[config.mk]
export PLATFORM = sky130hd
export DESIGN_NAME = mdu_hilo_flat
export DESIGN_NICKNAME = d
export VERILOG_FILES = /design/src/rtl/mdu_hilo_pkg.sv /design/src/rtl/mdu_hilo_if.sv /design/src/rtl/mdu_hilo_div_radix2.sv /design/src/rtl/mdu_hilo.sv /design/src/flat_wrapper.sv
export SDC_FILE = /design/constraint.sdc
export NUM_CORES = 2
export LEC_CHECK = 0
export ABC_AREA = 1
export BUFFER_PORTS_ARGS = -buffer_cell sky130_fd_sc_hd__clkbuf_2
export CAP_MARGIN = 10
export CORE_MARGIN = 3
export CORE_UTILIZATION = 35
export DETAILED_ROUTE_END_ITERATION = 12
export GPL_TIMING_DRIVEN = 0
export PLACE_DENSITY = 0.61
export SLEW_MARGIN = 30
export SYNTH_ARGS = -nofsm -noshare
export SYNTH_HDL_FRONTEND = slang
export SYNTH_HIERARCHICAL = 1
export SYNTH_SLANG_ARGS = --single-unit
[constraint.sdc]
create_clock -name clk -period 24.7 [get_ports clk]
set_clock_uncertainty 0.05 [all_clocks]
set_input_delay 1.235 -clock clk [delete_from_list [all_inputs] [get_ports clk]]
set_output_delay 1.235 -clock clk [all_outputs]
set_load 0.01 [all_outputs]
[src/rtl/mdu_hilo_pkg.sv]
// Shared definitions for the multiply/divide unit: funct codes, FSM state
// encoding and the record of which result source the DONE cycle commits.
package mdu_hilo_pkg;

  localparam logic [5:0] FUNCT_MFHI  = 6'h10;
  localparam logic [5:0] FUNCT_MTHI  = 6'h11;
  localparam logic [5:0] FUNCT_MFLO  = 6'h12;
  localparam logic [5:0] FUNCT_MTLO  = 6'h13;
  localparam logic [5:0] FUNCT_MULT  = 6'h18;
  localparam logic [5:0] FUNCT_MULTU = 6'h19;
  localparam logic [5:0] FUNCT_DIV   = 6'h1A;
  localparam logic [5:0] FUNCT_DIVU  = 6'h1B;

  typedef enum logic [1:0] {
    ST_IDLE = 2'd0,
    ST_MUL  = 2'd1,
    ST_DIV  = 2'd2,
    ST_DONE = 2'd3
  } mdu_state_t;

  // Divide by zero never runs the divider: LO becomes all ones, HI the dividend.
  typedef enum logic [1:0] {
    OP_MUL  = 2'd0,
    OP_DIV  = 2'd1,
    OP_DIVZ = 2'd2
  } mdu_op_t;

endpackage

[src/rtl/mdu_hilo_if.sv]
// Execute-stage <-> MDU signal bundle; the pipeline drives it as master.
interface mdu_hilo_if #(
  parameter int WIDTH = 32
);
  logic             start;
  logic             ismult;
  logic             signedmult;
  logic             isdiv;
  logic             signeddiv;
  logic [WIDTH-1:0] a;
  logic [WIDTH-1:0] b;
  logic             hiwrite;
  logic             lowrite;
  logic [WIDTH-1:0] wdata;
  logic             flush;
  logic [WIDTH-1:0] hi_o;
  logic [WIDTH-1:0] lo_o;
  logic             stall_o;
  logic             done_o;

  modport master (
    output start, ismult, signedmult, isdiv, signeddiv, a, b,
           hiwrite, lowrite, wdata, flush,
    input  hi_o, lo_o, stall_o, done_o
  );

  modport slave (
    input  start, ismult, signedmult, isdiv, signeddiv, a, b,
           hiwrite, lowrite, wdata, flush,
    output hi_o, lo_o, stall_o, done_o
  );
endinterface

[src/rtl/mdu_hilo_div_radix2.sv]
// Restoring radix-2 divider on operand magnitudes with sign fix-up on output.
// The first quotient bit is produced at the start edge; done marks the last step.
module div_radix2 #(
  parameter int WIDTH = 32
) (
  input  logic             clk,
  input  logic             rst,
  input  logic             start,
  input  logic             abort,
  input  logic             signed_op,
  input  logic [WIDTH-1:0] a,
  input  logic [WIDTH-1:0] b,
  output logic             busy,
  output logic             done,
  output logic [WIDTH-1:0] quotient,
  output logic [WIDTH-1:0] remainder
);
  localparam int IW = $clog2(WIDTH);

  logic [WIDTH-1:0]   acc_reg, quo_reg, dvs_reg;
  logic [IW-1:0]      iter_reg;
  logic               running_reg, neg_q_reg, neg_r_reg;
  logic [WIDTH-1:0]   mag_a, mag_b;
  logic [2*WIDTH-1:0] first_step, next_step;

  function automatic logic [2*WIDTH-1:0] div_step(input logic [WIDTH-1:0] acc,
                                                  input logic [WIDTH-1:0] quo,
                                                  input logic [WIDTH-1:0] dvs);
    logic [WIDTH:0]   trial;
    logic [WIDTH-1:0] diff;
    trial = {acc, quo[WIDTH-1]};
    diff  = trial[WIDTH-1:0] - dvs;
    if (trial >= {1'b0, dvs})
      div_step = {diff, quo[WIDTH-2:0], 1'b1};
    else
      div_step = {trial[WIDTH-1:0], quo[WIDTH-2:0], 1'b0};
  endfunction

  assign mag_a      = (signed_op && a[WIDTH-1]) ? (~a + 1'b1) : a;
  assign mag_b      = (signed_op && b[WIDTH-1]) ? (~b + 1'b1) : b;
  assign first_step = div_step('0, mag_a, mag_b);
  assign next_step  = div_step(acc_reg, quo_reg, dvs_reg);

  always_ff @(posedge clk or posedge rst) begin
    if (rst) begin
      acc_reg     <= '0;
      quo_reg     <= '0;
      dvs_reg     <= '0;
      iter_reg    <= '0;
      running_reg <= 1'b0;
      neg_q_reg   <= 1'b0;
      neg_r_reg   <= 1'b0;
    end else if (start) begin
      {acc_reg, quo_reg} <= first_step;
      dvs_reg     <= mag_b;
      neg_q_reg   <= signed_op & (a[WIDTH-1] ^ b[WIDTH-1]);
      neg_r_reg   <= signed_op & a[WIDTH-1];
      iter_reg    <= IW'(1);
      running_reg <= 1'b1;
    end else if (abort) begin
      running_reg <= 1'b0;
    end else if (running_reg) begin
      {acc_reg, quo_reg} <= next_step;
      iter_reg    <= iter_reg + 1'b1;
      if (done)
        running_reg <= 1'b0;
    end
  end

  // Most-negative / -1 needs no special case: the magnitude quotient is
  // 2^(WIDTH-1), which already equals the dividend bit pattern.
  assign busy      = running_reg;
  assign done      = running_reg && (iter_reg == IW'(WIDTH-1));
  assign quotient  = neg_q_reg ? (~quo_reg + 1'b1) : quo_reg;
  assign remainder = neg_r_reg ? (~acc_reg + 1'b1) : acc_reg;
endmodule

[src/rtl/mdu_hilo.sv]
// Multi-cycle multiply/divide unit with HI/LO registers for the execute stage;
// holds the pipeline until each MULT/DIV result is committed in DONE.
module mdu_hilo
  import mdu_hilo_pkg::*;
#(
  parameter int WIDTH   = 32,
  parameter int MUL_LAT = 2
) (
  input logic       clk,
  input logic       rst,
  mdu_hilo_if.slave bus
);
  localparam int CW = (MUL_LAT > 1) ? $clog2(MUL_LAT) : 1;

  mdu_state_t         state_reg, state_next;
  mdu_op_t            op_reg;
  logic [CW-1:0]      cnt_reg;
  logic [WIDTH-1:0]   hi_reg, lo_reg, opa_reg, opb_reg;
  logic               smul_reg;
  logic               accept_mul, accept_div, div_zero, mt_ok;
  logic               stall, done;
  logic               div_busy, div_done;
  logic [WIDTH-1:0]   div_quo, div_rem;
  logic [2*WIDTH-1:0] ext_a, ext_b, prod_comb, mul_res;

  assign div_zero   = (bus.b == '0);
  assign accept_mul = (state_reg == ST_IDLE) && bus.start && !bus.flush && bus.ismult;
  assign accept_div = (state_reg == ST_IDLE) && bus.start && !bus.flush && !bus.ismult && bus.isdiv;
  assign mt_ok      = (state_reg == ST_IDLE) && !bus.ismult && !bus.isdiv;

  always_ff @(posedge clk or posedge rst) begin
    if (rst)
      state_reg <= ST_IDLE;
    else
      state_reg <= state_next;
  end

  always_comb begin
    state_next = state_reg;
    case (state_reg)
      ST_IDLE: begin
        if (accept_mul)
          state_next = (MUL_LAT == 1) ? ST_DONE : ST_MUL;
        else if (accept_div)
          state_next = div_zero ? ST_DONE : ST_DIV;
      end
      ST_MUL:  if (cnt_reg == '0) state_next = ST_DONE;
      ST_DIV:  if (div_done || !div_busy) state_next = ST_DONE;
      default: state_next = ST_IDLE;
    endcase
    if (bus.flush)
      state_next = ST_IDLE;
  end

  always_comb begin
    stall = 1'b0;
    done  = 1'b0;
    if (!bus.flush) begin
      stall = accept_mul || accept_div || (state_reg == ST_MUL) || (state_reg == ST_DIV);
      done  = (state_reg == ST_DONE);
    end
  end

  always_ff @(posedge clk or posedge rst) begin
    if (rst) begin
      hi_reg   <= '0;
      lo_reg   <= '0;
      opa_reg  <= '0;
      opb_reg  <= '0;
      smul_reg <= 1'b0;
      cnt_reg  <= '0;
      op_reg   <= OP_MUL;
    end else begin
      if (accept_mul || accept_div) begin
        opa_reg  <= bus.a;
        opb_reg  <= bus.b;
        smul_reg <= bus.signedmult;
        cnt_reg  <= CW'((MUL_LAT > 1) ? MUL_LAT - 2 : 0);
        op_reg   <= accept_mul ? OP_MUL : (div_zero ? OP_DIVZ : OP_DIV);
      end else if (state_reg == ST_MUL && cnt_reg != '0) begin
        cnt_reg <= cnt_reg - 1'b1;
      end

      if (done) begin
        case (op_reg)
          OP_MUL:  {hi_reg, lo_reg} <= mul_res;
          OP_DIV:  begin hi_reg <= div_rem; lo_reg <= div_quo; end
          default: begin hi_reg <= opa_reg; lo_reg <= '1;      end
        endcase
      end else if (mt_ok) begin
        if (bus.hiwrite) hi_reg <= bus.wdata;
        if (bus.lowrite) lo_reg <= bus.wdata;
      end
    end
  end

  // Operand latch is the first multiplier stage; MUL_LAT-1 product stages follow.
  assign ext_a     = smul_reg ? {{WIDTH{opa_reg[WIDTH-1]}}, opa_reg} : {{WIDTH{1'b0}}, opa_reg};
  assign ext_b     = smul_reg ? {{WIDTH{opb_reg[WIDTH-1]}}, opb_reg} : {{WIDTH{1'b0}}, opb_reg};
  assign prod_comb = ext_a * ext_b;

  generate
    if (MUL_LAT == 1) begin : g_mul_direct
      assign mul_res = prod_comb;
    end else begin : g_mul_pipe
      genvar gi;
      logic [2*WIDTH-1:0] stage [MUL_LAT-1];
      always_ff @(posedge clk) stage[0] <= prod_comb;
      for (gi = 1; gi < MUL_LAT - 1; gi++) begin : g_stage
        always_ff @(posedge clk) stage[gi] <= stage[gi-1];
      end
      assign mul_res = stage[MUL_LAT-2];
    end
  endgenerate

  div_radix2 #(.WIDTH(WIDTH)) u_div (
    .clk       (clk),
    .rst       (rst),
    .start     (accept_div && !div_zero),
    .abort     (bus.flush),
    .signed_op (bus.signeddiv),
    .a         (bus.a),
    .b         (bus.b),
    .busy      (div_busy),
    .done      (div_done),
    .quotient  (div_quo),
    .remainder (div_rem)
  );

  assign bus.hi_o    = hi_reg;
  assign bus.lo_o    = lo_reg;
  assign bus.stall_o = stall;
  assign bus.done_o  = done;
endmodule

[src/flat_wrapper.sv]
// flat-port wrapper written by rule: the top's interface ports become plain ports
module mdu_hilo_flat import mdu_hilo_pkg::*;
#(
  parameter int WIDTH   = 32,
  parameter int MUL_LAT = 2
)
  (clk, rst, bus_start, bus_ismult, bus_signedmult, bus_isdiv, bus_signeddiv, bus_a, bus_b, bus_hiwrite, bus_lowrite, bus_wdata, bus_flush, bus_hi_o, bus_lo_o, bus_stall_o, bus_done_o);
  mdu_hilo_if #(.WIDTH(WIDTH)) bus_i ();
  input logic clk;
  input logic rst;
  input wire logic [$bits(bus_i.start)-1:0] bus_start;
  input wire logic [$bits(bus_i.ismult)-1:0] bus_ismult;
  input wire logic [$bits(bus_i.signedmult)-1:0] bus_signedmult;
  input wire logic [$bits(bus_i.isdiv)-1:0] bus_isdiv;
  input wire logic [$bits(bus_i.signeddiv)-1:0] bus_signeddiv;
  input wire logic [$bits(bus_i.a)-1:0] bus_a;
  input wire logic [$bits(bus_i.b)-1:0] bus_b;
  input wire logic [$bits(bus_i.hiwrite)-1:0] bus_hiwrite;
  input wire logic [$bits(bus_i.lowrite)-1:0] bus_lowrite;
  input wire logic [$bits(bus_i.wdata)-1:0] bus_wdata;
  input wire logic [$bits(bus_i.flush)-1:0] bus_flush;
  output wire logic [$bits(bus_i.hi_o)-1:0] bus_hi_o;
  output wire logic [$bits(bus_i.lo_o)-1:0] bus_lo_o;
  output wire logic [$bits(bus_i.stall_o)-1:0] bus_stall_o;
  output wire logic [$bits(bus_i.done_o)-1:0] bus_done_o;
  assign bus_i.start = bus_start;
  assign bus_i.ismult = bus_ismult;
  assign bus_i.signedmult = bus_signedmult;
  assign bus_i.isdiv = bus_isdiv;
  assign bus_i.signeddiv = bus_signeddiv;
  assign bus_i.a = bus_a;
  assign bus_i.b = bus_b;
  assign bus_i.hiwrite = bus_hiwrite;
  assign bus_i.lowrite = bus_lowrite;
  assign bus_i.wdata = bus_wdata;
  assign bus_i.flush = bus_flush;
  assign bus_hi_o = bus_i.hi_o;
  assign bus_lo_o = bus_i.lo_o;
  assign bus_stall_o = bus_i.stall_o;
  assign bus_done_o = bus_i.done_o;
  mdu_hilo #(.WIDTH(WIDTH), .MUL_LAT(MUL_LAT)) u_core (.clk(clk), .rst(rst), .bus(bus_i));
endmodule
==> impl_metrics.toml <==
[timing]
fin_crit_ps = 11890
max-slew-margin-rel_pct = 23.0
slew_violations = 0
finalHoldViolCount = 0
post-route-period-util_pct = 48.1
finalSetupTns_ps = 0
rsz0062_at_grt = "false"
final-setup-viol-count = 0
clock.fmax_ghz = 0.0841
worst_pin_slew_ps = 1150

[logic_synthesis]
ys_seq_area_share_pct = 10.7
async_flop_share_pct = 78.8
ys_ff_latch = 302
synthCells = 8626
synthFlopType = "dfrtp_1"
syn-num-nets = 10500
ys_types = 53
yosys_warnings = 6
synth_edf_count = 0
synth_area_sq_um = 67900
yosysTopAreaCell = "fa_1"
synth_top_area_share_pct = 41.9
postSynthAreaPerCell_sq_um = 7.87
yosys-top-cells-area = "fa_1, inv_1, nand2_1, dfrtp_1, ha_1"

[setup_path]
slowest_stage = "fa_1"
r2r_start = "u_core/opa_reg[31]"
critPathArrivalTime_ps = 12270
cp-end-kind = "register"
rr_worst_depth = 31
path_class = "reg -> reg"
startpoint_type = "register"
cp_slowest_stage_delay_ps = 950
critPathTopFamily = "adder cells"
crit_cells = 31
crit_top_cell = "fa_1"
rrSetupSlack_ps = 12810
rr_endpoint = "u_core/g_mul_pipe.stage[0][63]"
cp_num_buf_inv = 9
cp_max_fo = 10
crit_required_ps = 25080

[clock_tree]
clockBufferDepth = 3
cts_max_level = 1
hold_buffers = 0
cts_setup_buffers = 0
cts_tree = "built"
clock_sinks = 302
post_cts_resized = 0
cts_root_buffer = "clkbuf_16"
clk_pin_slew_ps = 70
cts_buffers = 29
clk_latency_ps = 600

[floorplanning]
start_util_pct = 35.2
coreArea_sq_um = 193000
rows = 161
io-pin-count = 172
dieArea_sq_um = 199000
fp.dieH_microns = 447
dieWidth_microns = 447

[drt]
drt_wl_total_microns = 313000
ant_nets = 0
dr.pass1.iters = 6
drt_iter0_drc = 5967
wl_per_cell_microns = 27.4
drc = 0
num_vias = 58800
post_drt_via_cell_ratio = 5.16

[run]
cap_violations = 0

[cells_and_area]
nets = 10700
final_common_cell = "inv_1"
layout_common_cells = "inv_1, nand2_1, fa_1"
multiInputGateArea_sq_um = 49700
drive_gt1_share_pct = 4.97
fill_cells = 20300
regMostFlops = "u_core/g_mul_pipe.stage"
largest_reg_flops = 64
regArea_sq_um = 7240
syn2layout_area_growth_pct = 8.02

[global_route]
grt_use_total_pct = 31.4
grt_overflow = 0
grt_max_degree = 71
grt_first_pass_wirelength_microns = 442000
antenna_found_initial = 27
grt_pass1_vias = 61500

[placement]
place_hpwl_microns = 271000
routabilityCongestion = 1.05
port_buffers = 171

[status]
status = "completed"

[min_path]
min_from = "u_core/u_div/iter_reg[3]"
holdPathStages = 1
hold_end = "u_core/u_div/iter_reg[3]"
min_path_type = "reg -> reg"
worst reg2reg max path: cells and delay by family (launching register included):
family / cells / cell delay [ps]
AO/OA/AOI/OAI: 7 / 1430
adder cells (fa/ha/maj): 11 / 6540
buffers and inverters: 9 / 2400
flip-flops: 1 / 330
AND/OR/NAND/NOR: 4 / 990
logic make-up after synthesis:
logic type | share of synthesized area, %
AND/OR/NAND/NOR | 16.8
XOR/XNOR | 2.28
flip-flops | 10.7
adder cells (fa/ha/maj) | 48.5
buffers and inverters | 16.2
AO/OA/AOI/OAI | 5.54
Yosys cell counts, types with 3 or more instances:
library cell	n
buf_2	13
o21ai_0	229
nand3_1	299
o21ai_2	8
o211ai_1	47
ha_1	355
a22oi_1	21
nand4_1	34
nand2_2	16
clkbuf_1	334
o21ai_1	20
a21o_1	12
inv_2	8
fa_1	1422
dfxtp_1	64
buf_4	5
and3_1	4
nand3_2	3
a31oi_1	54
xor2_1	135
buf_1	16
nor2_1	389
nand2_1	1954
o22ai_1	3
nor2_2	19
clkinv_1	4
inv_1	2532
dfrtp_1	238
a21oi_1	161
o21a_1	5
o21bai_1	18
nand3b_1	23
nor2_4	6
a211oi_1	3
a21boi_0	4
or2_2	8
nor4_1	12
xnor2_1	42
o221ai_1	41
nor3_1	43
buf_6	6
through the flow:
stage / util [%] / worst slack, ps / hold WS, ps / instances / cell area (sq um)
after floorplan: - / 16180 / 383 / 8626 / 67900
after global placement: 37.3 / 13080 / 406 / 11300 / 71900
after detailed placement: 37.5 / 13080 / 409 / 11300 / 72300
after CTS: 38.0 / 13050 / 418 / 11400 / 73300
after global routing: 38.0 / 12580 / 446 / 11400 / 73400
final: 38.1 / 12810 / 420 / 11400 / 73400
area by class of cell:
type                            instances  share of cell area [%]
Multi-Input combinational cell       5406                    67.7
Inverter                             2544                    13.0
Sequential cell                       302                    9.86
Tap cell                             2526                    4.31
Buffer                                374                    2.19
Timing Repair Buffer                  182                    1.52
Clock buffer                           37                    1.08
Clock inverter                         17                   0.276
Antenna cell                            6                  0.0205
per-layer routing:
layer  part of all wire [%]  vias up  track usage [%]  wire length [microns]
met5                  0.042        -            0.195                    132
met2                     45     2934             51.0                 142000
met3                    9.1      693             6.18                  28400
met4                    6.7       14             16.7                  20900
li1                       -    25200                -                      -
met1                     39    29900             39.3                 121000
worst max path at each step:
stage	start	to	slack [ps]
final	u_core/opa_reg[31]	u_core/g_mul_pipe.stage[0][63]	12810
after global routing	u_core/opa_reg[31]	u_core/g_mul_pipe.stage[0][63]	12580
after CTS	u_core/opa_reg[31]	u_core/g_mul_pipe.stage[0][63]	13050
after detailed placement	u_core/opa_reg[31]	u_core/g_mul_pipe.stage[0][63]	13080
after global placement	u_core/opa_reg[31]	u_core/g_mul_pipe.stage[0][63]	13080
after floorplan	u_core/opa_reg[31]	u_core/g_mul_pipe.stage[0][57]	16180
Power is not shown: default switching activity piles up to over one toggle a cycle in this logic, so the estimate is an artifact.
